### config.mk
export PLATFORM = sky130hd
export DESIGN_NAME = prog_loader_flat
export DESIGN_NICKNAME = d
export VERILOG_FILES = /design/src/rtl/prog_loader_if.sv /design/src/rtl/prog_loader.sv /design/src/flat_wrapper.sv
export SDC_FILE = /design/constraint.sdc
export NUM_CORES = 1
export LEC_CHECK = 0
export ABC_CLOCK_PERIOD_IN_PS = 2900
export CAP_MARGIN = 15
export CELL_PAD_IN_SITES_DETAIL_PLACEMENT = 1
export CELL_PAD_IN_SITES_GLOBAL_PLACEMENT = 2
export CORE_ASPECT_RATIO = 0.9
export CORE_MARGIN = 3
export CORE_UTILIZATION = 29
export CTS_BUF_LIST = sky130_fd_sc_hd__clkbuf_16
export DETAILED_ROUTE_END_ITERATION = 7
export GPL_TIMING_DRIVEN = 1
export PLACE_DENSITY_LB_ADDON = 0.1
export SYNTH_ARGS = -nofsm -noshare
export SYNTH_HDL_FRONTEND = slang
export SYNTH_SLANG_ARGS = --single-unit
export TNS_END_PERCENT = 1
### constraint.sdc
create_clock -name clk -period 2.9 [get_ports clk]
set_input_delay 0.29 -clock clk [delete_from_list [all_inputs] [get_ports clk]]
set_output_delay 0.29 -clock clk [all_outputs]
set_load 0.05 [all_outputs]
### src/rtl/prog_loader_if.sv
// Signal bundle between the program loader and its environment: load stream,
// readback stream, and the CPU's external IMEM/DMEM ports.
interface prog_loader_if;
   logic        in_valid;
   logic [31:0] in_data;
   logic        in_ready;
   logic        out_valid;
   logic [31:0] out_data;
   logic        out_ready;
   logic [31:0] addr_ext;
   logic        wen_ext;
   logic        ren_ext;
   logic [31:0] wdata_ext;
   logic [31:0] addr_ext_2;
   logic        wen_ext_2;
   logic        ren_ext_2;
   logic [31:0] wdata_ext_2;
   logic [31:0] rdata_ext_2;

   modport master (
      input  in_valid, in_data, out_ready, rdata_ext_2,
      output in_ready, out_valid, out_data,
      output addr_ext, wen_ext, ren_ext, wdata_ext,
      output addr_ext_2, wen_ext_2, ren_ext_2, wdata_ext_2
   );

   modport slave (
      output in_valid, in_data, out_ready, rdata_ext_2,
      input  in_ready, out_valid, out_data,
      input  addr_ext, wen_ext, ren_ext, wdata_ext,
      input  addr_ext_2, wen_ext_2, ren_ext_2, wdata_ext_2
   );
endinterface

### src/rtl/prog_loader.sv
// Host-side loader: streams words into IMEM then DMEM, runs the CPU for a set
// number of cycles, then reads a DMEM window back out on a valid/ready stream.
module prog_loader #(
   parameter int RD_LAT = 1,
   parameter int LEN_W  = 16
) (
   input  logic             clk,
   input  logic             arst_n,
   input  logic             start,
   input  logic [LEN_W-1:0] imem_len,
   input  logic [LEN_W-1:0] dmem_len,
   input  logic [31:0]      run_cycles,
   input  logic [31:0]      dump_base,
   input  logic [LEN_W-1:0] dump_len,
   output logic             cpu_enable,
   output logic             busy,
   output logic             done,
   prog_loader_if.master    bus
);

   localparam int WAIT_W = (RD_LAT > 0) ? $clog2(RD_LAT + 1) : 1;
   localparam logic [WAIT_W-1:0] WAIT_LAST = WAIT_W'(RD_LAT);

   typedef enum logic [2:0] {
      IDLE, LOAD_I, LOAD_D, RUN, DUMP_RD, DUMP_WAIT, DUMP_OUT, FIN
   } state_e;

   // First non-empty phase among DMEM load, run, dump; FIN if all are empty.
   function automatic state_e first_phase(input logic d_nz, input logic r_nz, input logic u_nz);
      if (d_nz)      return LOAD_D;
      else if (r_nz) return RUN;
      else if (u_nz) return DUMP_RD;
      else           return FIN;
   endfunction

   state_e state_q, state_d;

   logic [LEN_W-1:0]  imem_len_q, imem_len_d, dmem_len_q, dmem_len_d;
   logic [LEN_W-1:0]  dump_len_q, dump_len_d, idx_q, idx_d;
   logic [31:0]       run_cnt_q, run_cnt_d, dump_base_q, dump_base_d;
   logic [WAIT_W-1:0] wait_q, wait_d;
   logic              cpu_enable_q, cpu_enable_d, busy_q, busy_d, done_q, done_d;
   logic              wen_ext_q, wen_ext_d, wen_ext_2_q, wen_ext_2_d;
   logic              ren_ext_2_q, ren_ext_2_d, out_valid_q, out_valid_d;
   logic [31:0]       addr_ext_q, addr_ext_d, wdata_ext_q, wdata_ext_d;
   logic [31:0]       addr_ext_2_q, addr_ext_2_d, wdata_ext_2_q, wdata_ext_2_d;
   logic [31:0]       out_data_q, out_data_d;

   logic        in_ready_c, in_hs, out_hs, last_i, last_d, last_u;
   logic [31:0] idx_byte;

   assign in_ready_c = (state_q == LOAD_I) || (state_q == LOAD_D);
   assign in_hs      = bus.in_valid && in_ready_c;
   assign out_hs     = out_valid_q && bus.out_ready;
   assign last_i     = (idx_q == imem_len_q - LEN_W'(1));
   assign last_d     = (idx_q == dmem_len_q - LEN_W'(1));
   assign last_u     = (idx_q == dump_len_q - LEN_W'(1));
   assign idx_byte   = 32'(idx_q) << 2;

   always_ff @(posedge clk or negedge arst_n) begin
      if (!arst_n) state_q <= IDLE;
      else         state_q <= state_d;
   end

   always_comb begin
      state_d = state_q;
      case (state_q)
         IDLE:
            if (start) begin
               if (imem_len != '0) state_d = LOAD_I;
               else state_d = first_phase(dmem_len != '0, run_cycles != '0, dump_len != '0);
            end
         LOAD_I:
            if (in_hs && last_i)
               state_d = first_phase(dmem_len_q != '0, run_cnt_q != '0, dump_len_q != '0);
         LOAD_D:
            if (in_hs && last_d)
               state_d = first_phase(1'b0, run_cnt_q != '0, dump_len_q != '0);
         RUN:
            if (run_cnt_q == '0) state_d = first_phase(1'b0, 1'b0, dump_len_q != '0);
         DUMP_RD:   state_d = DUMP_WAIT;
         DUMP_WAIT: if (wait_q == WAIT_LAST) state_d = DUMP_OUT;
         DUMP_OUT:  if (out_hs) state_d = last_u ? FIN : DUMP_RD;
         FIN:       state_d = IDLE;
         default:   state_d = IDLE;
      endcase
   end

   always_comb begin
      imem_len_d    = imem_len_q;
      dmem_len_d    = dmem_len_q;
      dump_len_d    = dump_len_q;
      run_cnt_d     = run_cnt_q;
      dump_base_d   = dump_base_q;
      idx_d         = idx_q;
      wait_d        = wait_q;
      addr_ext_d    = addr_ext_q;
      wdata_ext_d   = wdata_ext_q;
      addr_ext_2_d  = addr_ext_2_q;
      wdata_ext_2_d = wdata_ext_2_q;
      out_data_d    = out_data_q;
      out_valid_d   = out_valid_q;
      wen_ext_d     = 1'b0;
      wen_ext_2_d   = 1'b0;
      ren_ext_2_d   = 1'b0;
      cpu_enable_d  = 1'b0;
      busy_d        = (state_d != IDLE);
      done_d        = (state_q == FIN);
      case (state_q)
         IDLE:
            if (start) begin
               imem_len_d  = imem_len;
               dmem_len_d  = dmem_len;
               dump_len_d  = dump_len;
               run_cnt_d   = run_cycles;
               dump_base_d = dump_base;
               idx_d       = '0;
            end
         LOAD_I:
            if (in_hs) begin
               wen_ext_d   = 1'b1;
               addr_ext_d  = idx_byte;
               wdata_ext_d = bus.in_data;
               idx_d       = last_i ? '0 : idx_q + LEN_W'(1);
            end
         LOAD_D:
            if (in_hs) begin
               wen_ext_2_d   = 1'b1;
               addr_ext_2_d  = idx_byte;
               wdata_ext_2_d = bus.in_data;
               idx_d         = last_d ? '0 : idx_q + LEN_W'(1);
            end
         // Enable is registered, so it starts the cycle after RUN is entered.
         RUN:
            if (run_cnt_q != '0) begin
               cpu_enable_d = 1'b1;
               run_cnt_d    = run_cnt_q - 32'd1;
            end
         DUMP_RD: begin
            ren_ext_2_d  = 1'b1;
            addr_ext_2_d = dump_base_q + idx_byte;
            wait_d       = '0;
         end
         DUMP_WAIT:
            if (wait_q == WAIT_LAST) begin
               out_data_d  = bus.rdata_ext_2;
               out_valid_d = 1'b1;
            end else begin
               wait_d = wait_q + WAIT_W'(1);
            end
         DUMP_OUT:
            if (out_hs) begin
               out_valid_d = 1'b0;
               idx_d       = last_u ? '0 : idx_q + LEN_W'(1);
            end
         default: ;
      endcase
   end

   always_ff @(posedge clk or negedge arst_n) begin
      if (!arst_n) begin
         imem_len_q    <= '0;
         dmem_len_q    <= '0;
         dump_len_q    <= '0;
         run_cnt_q     <= '0;
         dump_base_q   <= '0;
         idx_q         <= '0;
         wait_q        <= '0;
         addr_ext_q    <= '0;
         wdata_ext_q   <= '0;
         addr_ext_2_q  <= '0;
         wdata_ext_2_q <= '0;
         out_data_q    <= '0;
         out_valid_q   <= 1'b0;
         wen_ext_q     <= 1'b0;
         wen_ext_2_q   <= 1'b0;
         ren_ext_2_q   <= 1'b0;
         cpu_enable_q  <= 1'b0;
         busy_q        <= 1'b0;
         done_q        <= 1'b0;
      end else begin
         imem_len_q    <= imem_len_d;
         dmem_len_q    <= dmem_len_d;
         dump_len_q    <= dump_len_d;
         run_cnt_q     <= run_cnt_d;
         dump_base_q   <= dump_base_d;
         idx_q         <= idx_d;
         wait_q        <= wait_d;
         addr_ext_q    <= addr_ext_d;
         wdata_ext_q   <= wdata_ext_d;
         addr_ext_2_q  <= addr_ext_2_d;
         wdata_ext_2_q <= wdata_ext_2_d;
         out_data_q    <= out_data_d;
         out_valid_q   <= out_valid_d;
         wen_ext_q     <= wen_ext_d;
         wen_ext_2_q   <= wen_ext_2_d;
         ren_ext_2_q   <= ren_ext_2_d;
         cpu_enable_q  <= cpu_enable_d;
         busy_q        <= busy_d;
         done_q        <= done_d;
      end
   end

   assign bus.in_ready    = in_ready_c;
   assign bus.out_valid   = out_valid_q;
   assign bus.out_data    = out_data_q;
   assign bus.addr_ext    = addr_ext_q;
   assign bus.wen_ext     = wen_ext_q;
   assign bus.ren_ext     = 1'b0;
   assign bus.wdata_ext   = wdata_ext_q;
   assign bus.addr_ext_2  = addr_ext_2_q;
   assign bus.wen_ext_2   = wen_ext_2_q;
   assign bus.ren_ext_2   = ren_ext_2_q;
   assign bus.wdata_ext_2 = wdata_ext_2_q;
   assign cpu_enable      = cpu_enable_q;
   assign busy            = busy_q;
   assign done            = done_q;

endmodule

### src/flat_wrapper.sv
// flat-port wrapper written by rule: the top's interface ports become plain ports
module prog_loader_flat 
#(
   parameter int RD_LAT = 1,
   parameter int LEN_W  = 16
)
  (clk, arst_n, start, imem_len, dmem_len, run_cycles, dump_base, dump_len, cpu_enable, busy, done, bus_in_valid, bus_in_data, bus_out_ready, bus_rdata_ext_2, bus_in_ready, bus_out_valid, bus_out_data, bus_addr_ext, bus_wen_ext, bus_ren_ext, bus_wdata_ext, bus_addr_ext_2, bus_wen_ext_2, bus_ren_ext_2, bus_wdata_ext_2);
  prog_loader_if bus_i ();
  input  logic clk;
  input  logic arst_n;
  input  logic start;
  input  logic [LEN_W-1:0] imem_len;
  input  logic [LEN_W-1:0] dmem_len;
  input  logic [31:0] run_cycles;
  input  logic [31:0] dump_base;
  input  logic [LEN_W-1:0] dump_len;
  output logic cpu_enable;
  output logic busy;
  output logic done;
  input wire logic [$bits(bus_i.in_valid)-1:0] bus_in_valid;
  input wire logic [$bits(bus_i.in_data)-1:0] bus_in_data;
  input wire logic [$bits(bus_i.out_ready)-1:0] bus_out_ready;
  input wire logic [$bits(bus_i.rdata_ext_2)-1:0] bus_rdata_ext_2;
  output wire logic [$bits(bus_i.in_ready)-1:0] bus_in_ready;
  output wire logic [$bits(bus_i.out_valid)-1:0] bus_out_valid;
  output wire logic [$bits(bus_i.out_data)-1:0] bus_out_data;
  output wire logic [$bits(bus_i.addr_ext)-1:0] bus_addr_ext;
  output wire logic [$bits(bus_i.wen_ext)-1:0] bus_wen_ext;
  output wire logic [$bits(bus_i.ren_ext)-1:0] bus_ren_ext;
  output wire logic [$bits(bus_i.wdata_ext)-1:0] bus_wdata_ext;
  output wire logic [$bits(bus_i.addr_ext_2)-1:0] bus_addr_ext_2;
  output wire logic [$bits(bus_i.wen_ext_2)-1:0] bus_wen_ext_2;
  output wire logic [$bits(bus_i.ren_ext_2)-1:0] bus_ren_ext_2;
  output wire logic [$bits(bus_i.wdata_ext_2)-1:0] bus_wdata_ext_2;
  assign bus_i.in_valid = bus_in_valid;
  assign bus_i.in_data = bus_in_data;
  assign bus_i.out_ready = bus_out_ready;
  assign bus_i.rdata_ext_2 = bus_rdata_ext_2;
  assign bus_in_ready = bus_i.in_ready;
  assign bus_out_valid = bus_i.out_valid;
  assign bus_out_data = bus_i.out_data;
  assign bus_addr_ext = bus_i.addr_ext;
  assign bus_wen_ext = bus_i.wen_ext;
  assign bus_ren_ext = bus_i.ren_ext;
  assign bus_wdata_ext = bus_i.wdata_ext;
  assign bus_addr_ext_2 = bus_i.addr_ext_2;
  assign bus_wen_ext_2 = bus_i.wen_ext_2;
  assign bus_ren_ext_2 = bus_i.ren_ext_2;
  assign bus_wdata_ext_2 = bus_i.wdata_ext_2;
  prog_loader #(.RD_LAT(RD_LAT), .LEN_W(LEN_W)) u_core (.clk(clk), .arst_n(arst_n), .start(start), .imem_len(imem_len), .dmem_len(dmem_len), .run_cycles(run_cycles), .dump_base(dump_base), .dump_len(dump_len), .cpu_enable(cpu_enable), .busy(busy), .done(done), .bus(bus_i));
endmodule
==> results by group <==
Setup path
  • R2R Path Start: u_core.run_cnt_q[1]
  • Crit path capture: u_core.busy
  • RR Endpoint: u_core.busy
  • Reg2reg path depth: 11
  • Crit-path slowest cell: or4_4
  • Max FO, Critical Path: 3
  • Critical Path Source: u_core.run_cnt_q[1]
  • Startpoint types: flop
  • Critical Path Max Stage Delay: 0.56 ns
  • Crit path cell chain: inv_2, ha_4, or4b_4, or4_4, nor2_4, nand2_4, nor4_4, o31a_1, a21boi_1, a311o_1, a2111o_1
  • R2R setup slack: -0.15 ns
  • Crit path arrival time: 3.46 ns
  • Worst EP required: 3.31 ns
  • Crit. End Element: flop
  • Critical path class: flop to flop

Die
  • CORE AREA: 50,700 sq um
  • Initial Util: 29.5%
  • Row count: 78
  • I/O pin count: 350
  • Die area: 54,300 sq um
  • Die Width: 245 microns
  • Height of the die: 221 microns

Synth
  • Synth area leader: dfrtp_1
  • Synth cell count leaders: dfrtp_1, mux2_2, o21ai_0
  • Register bit total from synthesis: 283
  • Gate Count Post-Synth: 1,443
  • Synthesized area per cell: 10.4 sq um
  • Post-synth EDFFs: 0
  • Synth cell types: 79
  • Post-Synthesis Cell Area: 15,000 sq um
  • Post-synth ARST share: 100%
  • Count leader, synth: dfrtp_1
  • Synth top area cells: dfrtp_1, mux2_2, o21ai_0
  • Main synth FF type: dfrtp_1
  • YS warnings: 0
  • Area share of the largest cell type after synthesis: 47.3%
  • Seq/Total Area, Yosys: 47.3%

Routing
  • Vias post-DR: 13,000
  • DR vias/cell: 4.97
  • Number of nets with antenna violations after routing: 0
  • Post-Route WL: 55,100 microns
  • Starting DRT DRC Count: 563
  • DR WL/cell: 21.1 microns
  • Number of remaining DRC errors: 0
  • First-pass DRT Iterations: 6

STA
  • Worst slew pin tran: 0.634 ns
  • Fmax: 328 MHz
  • Final-report hold violation count: 0
  • Final Max Slew Viols: 0
  • RSZ-0062 raised after global routing: true
  • Final setup margin: -0.146 ns
  • WHS: 0.277 ns
  • Slew margin rel.: 57.6%
  • Tmin final: 3.05 ns
  • Final period utilization: 105%
  • Setup Skew: 0.0255 ns
  • Final setup viols: 6

Clock network
  • Root Driver: clkbuf_16
  • CTS tree: done
  • Num CTS Buffers: 36
  • H-tree level count: 2
  • Clock sinks: 283
  • Worst-Skew Late Latency: 0.55 ns
  • Setup bufs post-CTS: 0
  • Clk slew on worst S/H paths: 0.06 ns
  • Clock Path Buffers: 3

Power
  • Pwr/cell area: 1080 nW/um^2
  • Lkg Pwr: 8.90 nW
  • Worst vdd ir: 0.000880 V

Place
  • DP Area: 20,200 sq um
  • Placed instance count: 2,540
  • Hpwl dp: 41,500 microns
  • Placer Congestion: 0.807
  • I/O Buffers: 332

Global routing
  • First-pass GRT wire length: 86,200 microns
  • GRT Util Overall: 20.1%
  • GR Overflow Total: 0
  • Initial antenna violation count: 7
  • Largest net degree at the start of global routing: 65
  • Vias in the first global route: 14,300

Run status
  • Violated checks: negative setup slack
  • Status: finished, violations left

Hold path
  • HP Class: input pin to async pin

Layout
  • Non-filler cells, final: 2,607
  • Final nets: 2,103
  • Final Cell Area: 21,400 sq um
  • Synth-to-Final Area Change: 43.1%
  • Fill count: 5,579
  • Final core utilization: 42.2%
  • Layout cells sized above 1: 23.8%
  • Multi-input logic area: 7560 sq um
  • Seq. cell area: 7080 sq um

Flow run
  • Maxcap violations: 0
-- cells in the final DEF, fill, tap and decap left out, types with 19 or more instances in the layout --
cell type        synthesis  final
xnor2_1                 45     45
ha_1                    21     19
o21ai_0                114    110
buf_4                   17    162
nand2_1                 97     97
nand3_1                 32     31
inv_1                   33     39
xor2_1                  33     33
clkbuf_16                0     37
dfrtp_1                283    282
nor2_1                  81     79
nor3_1                  49     46
clkdlybuf4s50_1          0    330
nor4_1                  32     29
nand4_1                 21     21
mux2_2                 185    185
a21oi_1                 76     74
-- registers in the layout, indices dropped and copies added (netlist names), 16 cells and up --
signal / count
u_core.dump_len_q: 16
u_core.idx_q: 16
u_core.bus.addr_ext_2: 32
u_core.imem_len_q: 16
u_core.bus.wdata_ext: 32
u_core.bus.wdata_ext_2: 32
u_core.bus.addr_ext: 16
u_core.run_cnt_q: 32
u_core.bus.out_data: 32
u_core.dmem_len_q: 16
u_core.dump_base_q: 32
-- what timing repair did --
action	in CTS	in global routing
resized for setup	16	19
endpoints found under the hold margin	54	0
gates cloned	0	0
setup endpoints to repair	35	60
hold buffers	1	0
pin swaps	4	3
-- kinds of logic (layout without fill, tap and decap cells) --
kind of cell | after synthesis | in the layout | synth area share (%)
AOI/OAI and AO/OA | 297 | 297 | 12.1
and+or+nand+nor | 427 | 427 | 15.2
xor gates and xnor gates | 78 | 78 | 4.57
DFF | 283 | 283 | 47.3
muxes | 201 | 201 | 15.0
adders and majority gates | 22 | 22 | 1.89
other | 1 | 22 | 0.0251
buffers and inverters | 134 | 597 | 3.88
-- critical path: cells and delay by family (launching register included) --
kind	cells	cell delay (ns)
compound gates	4	0.89
fa+ha+maj	1	0.13
buf+inv	1	0.08
flops	1	0.39
simple gates	5	1.43
-- metal layers --
layer | global-route usage [%] | vias to the layer above | routed length, microns
met5 | 0 | - | 22
li1 | - | 6119 | -
met3 | 6.41 | 60 | 3740
met4 | 4.51 | 4 | 949
met1 | 27.0 | 6533 | 25500
met2 | 31.8 | 240 | 24900
-- how the worst min path moves through the flow --
stage                 from                      end  slack, ns  depth (start not counted)
global route        arst_n    u_core.dump_base_q[1]       0.30                          2
global placement    arst_n    u_core.dump_base_q[1]       0.27                          1
finish              arst_n    u_core.dump_base_q[1]       0.28                          2
CTS                 arst_n    u_core.dump_base_q[1]       0.28                          2
floorplan           arst_n  u_core.bus.addr_ext[10]     -0.006                          0
detailed placement  arst_n    u_core.dump_base_q[1]       0.27                          1
-- final cells by class --
type | count | area share (%)
diodes | 5 | 0.0585
clock buffers | 37 | 4.33
clock inverters | 23 | 0.479
inverters | 33 | 0.579
multi-input cells | 1042 | 35.3
flip-flops and latches | 283 | 33.1
well taps | 680 | 3.98
repair buffers | 504 | 22.2
-- report_power, final --
group / internal [mW] / switching [mW] / total (mW)
combinational: 5.01 / 7.10 / 12.1
clock: 2.29 / 1.76 / 4.05
sequential: 5.67 / 1.39 / 7.06
-- metrics by stage --
stage / worst slack [ns] / power (mW) / setup TNS [ns]
3_5_place_dp: -0.240 / 19.1 / -3.02
5_1_grt: -0.319 / 24.7 / -3.85
2_1_floorplan: -0.0915 / 14.3 / -0.341
3_3_place_gp: -0.168 / 18.9 / -1.41
6_report: -0.146 / 23.2 / -0.297
4_1_cts: -0.175 / 23.4 / -0.521
Note: power is estimated with default switching activity, not from simulation.
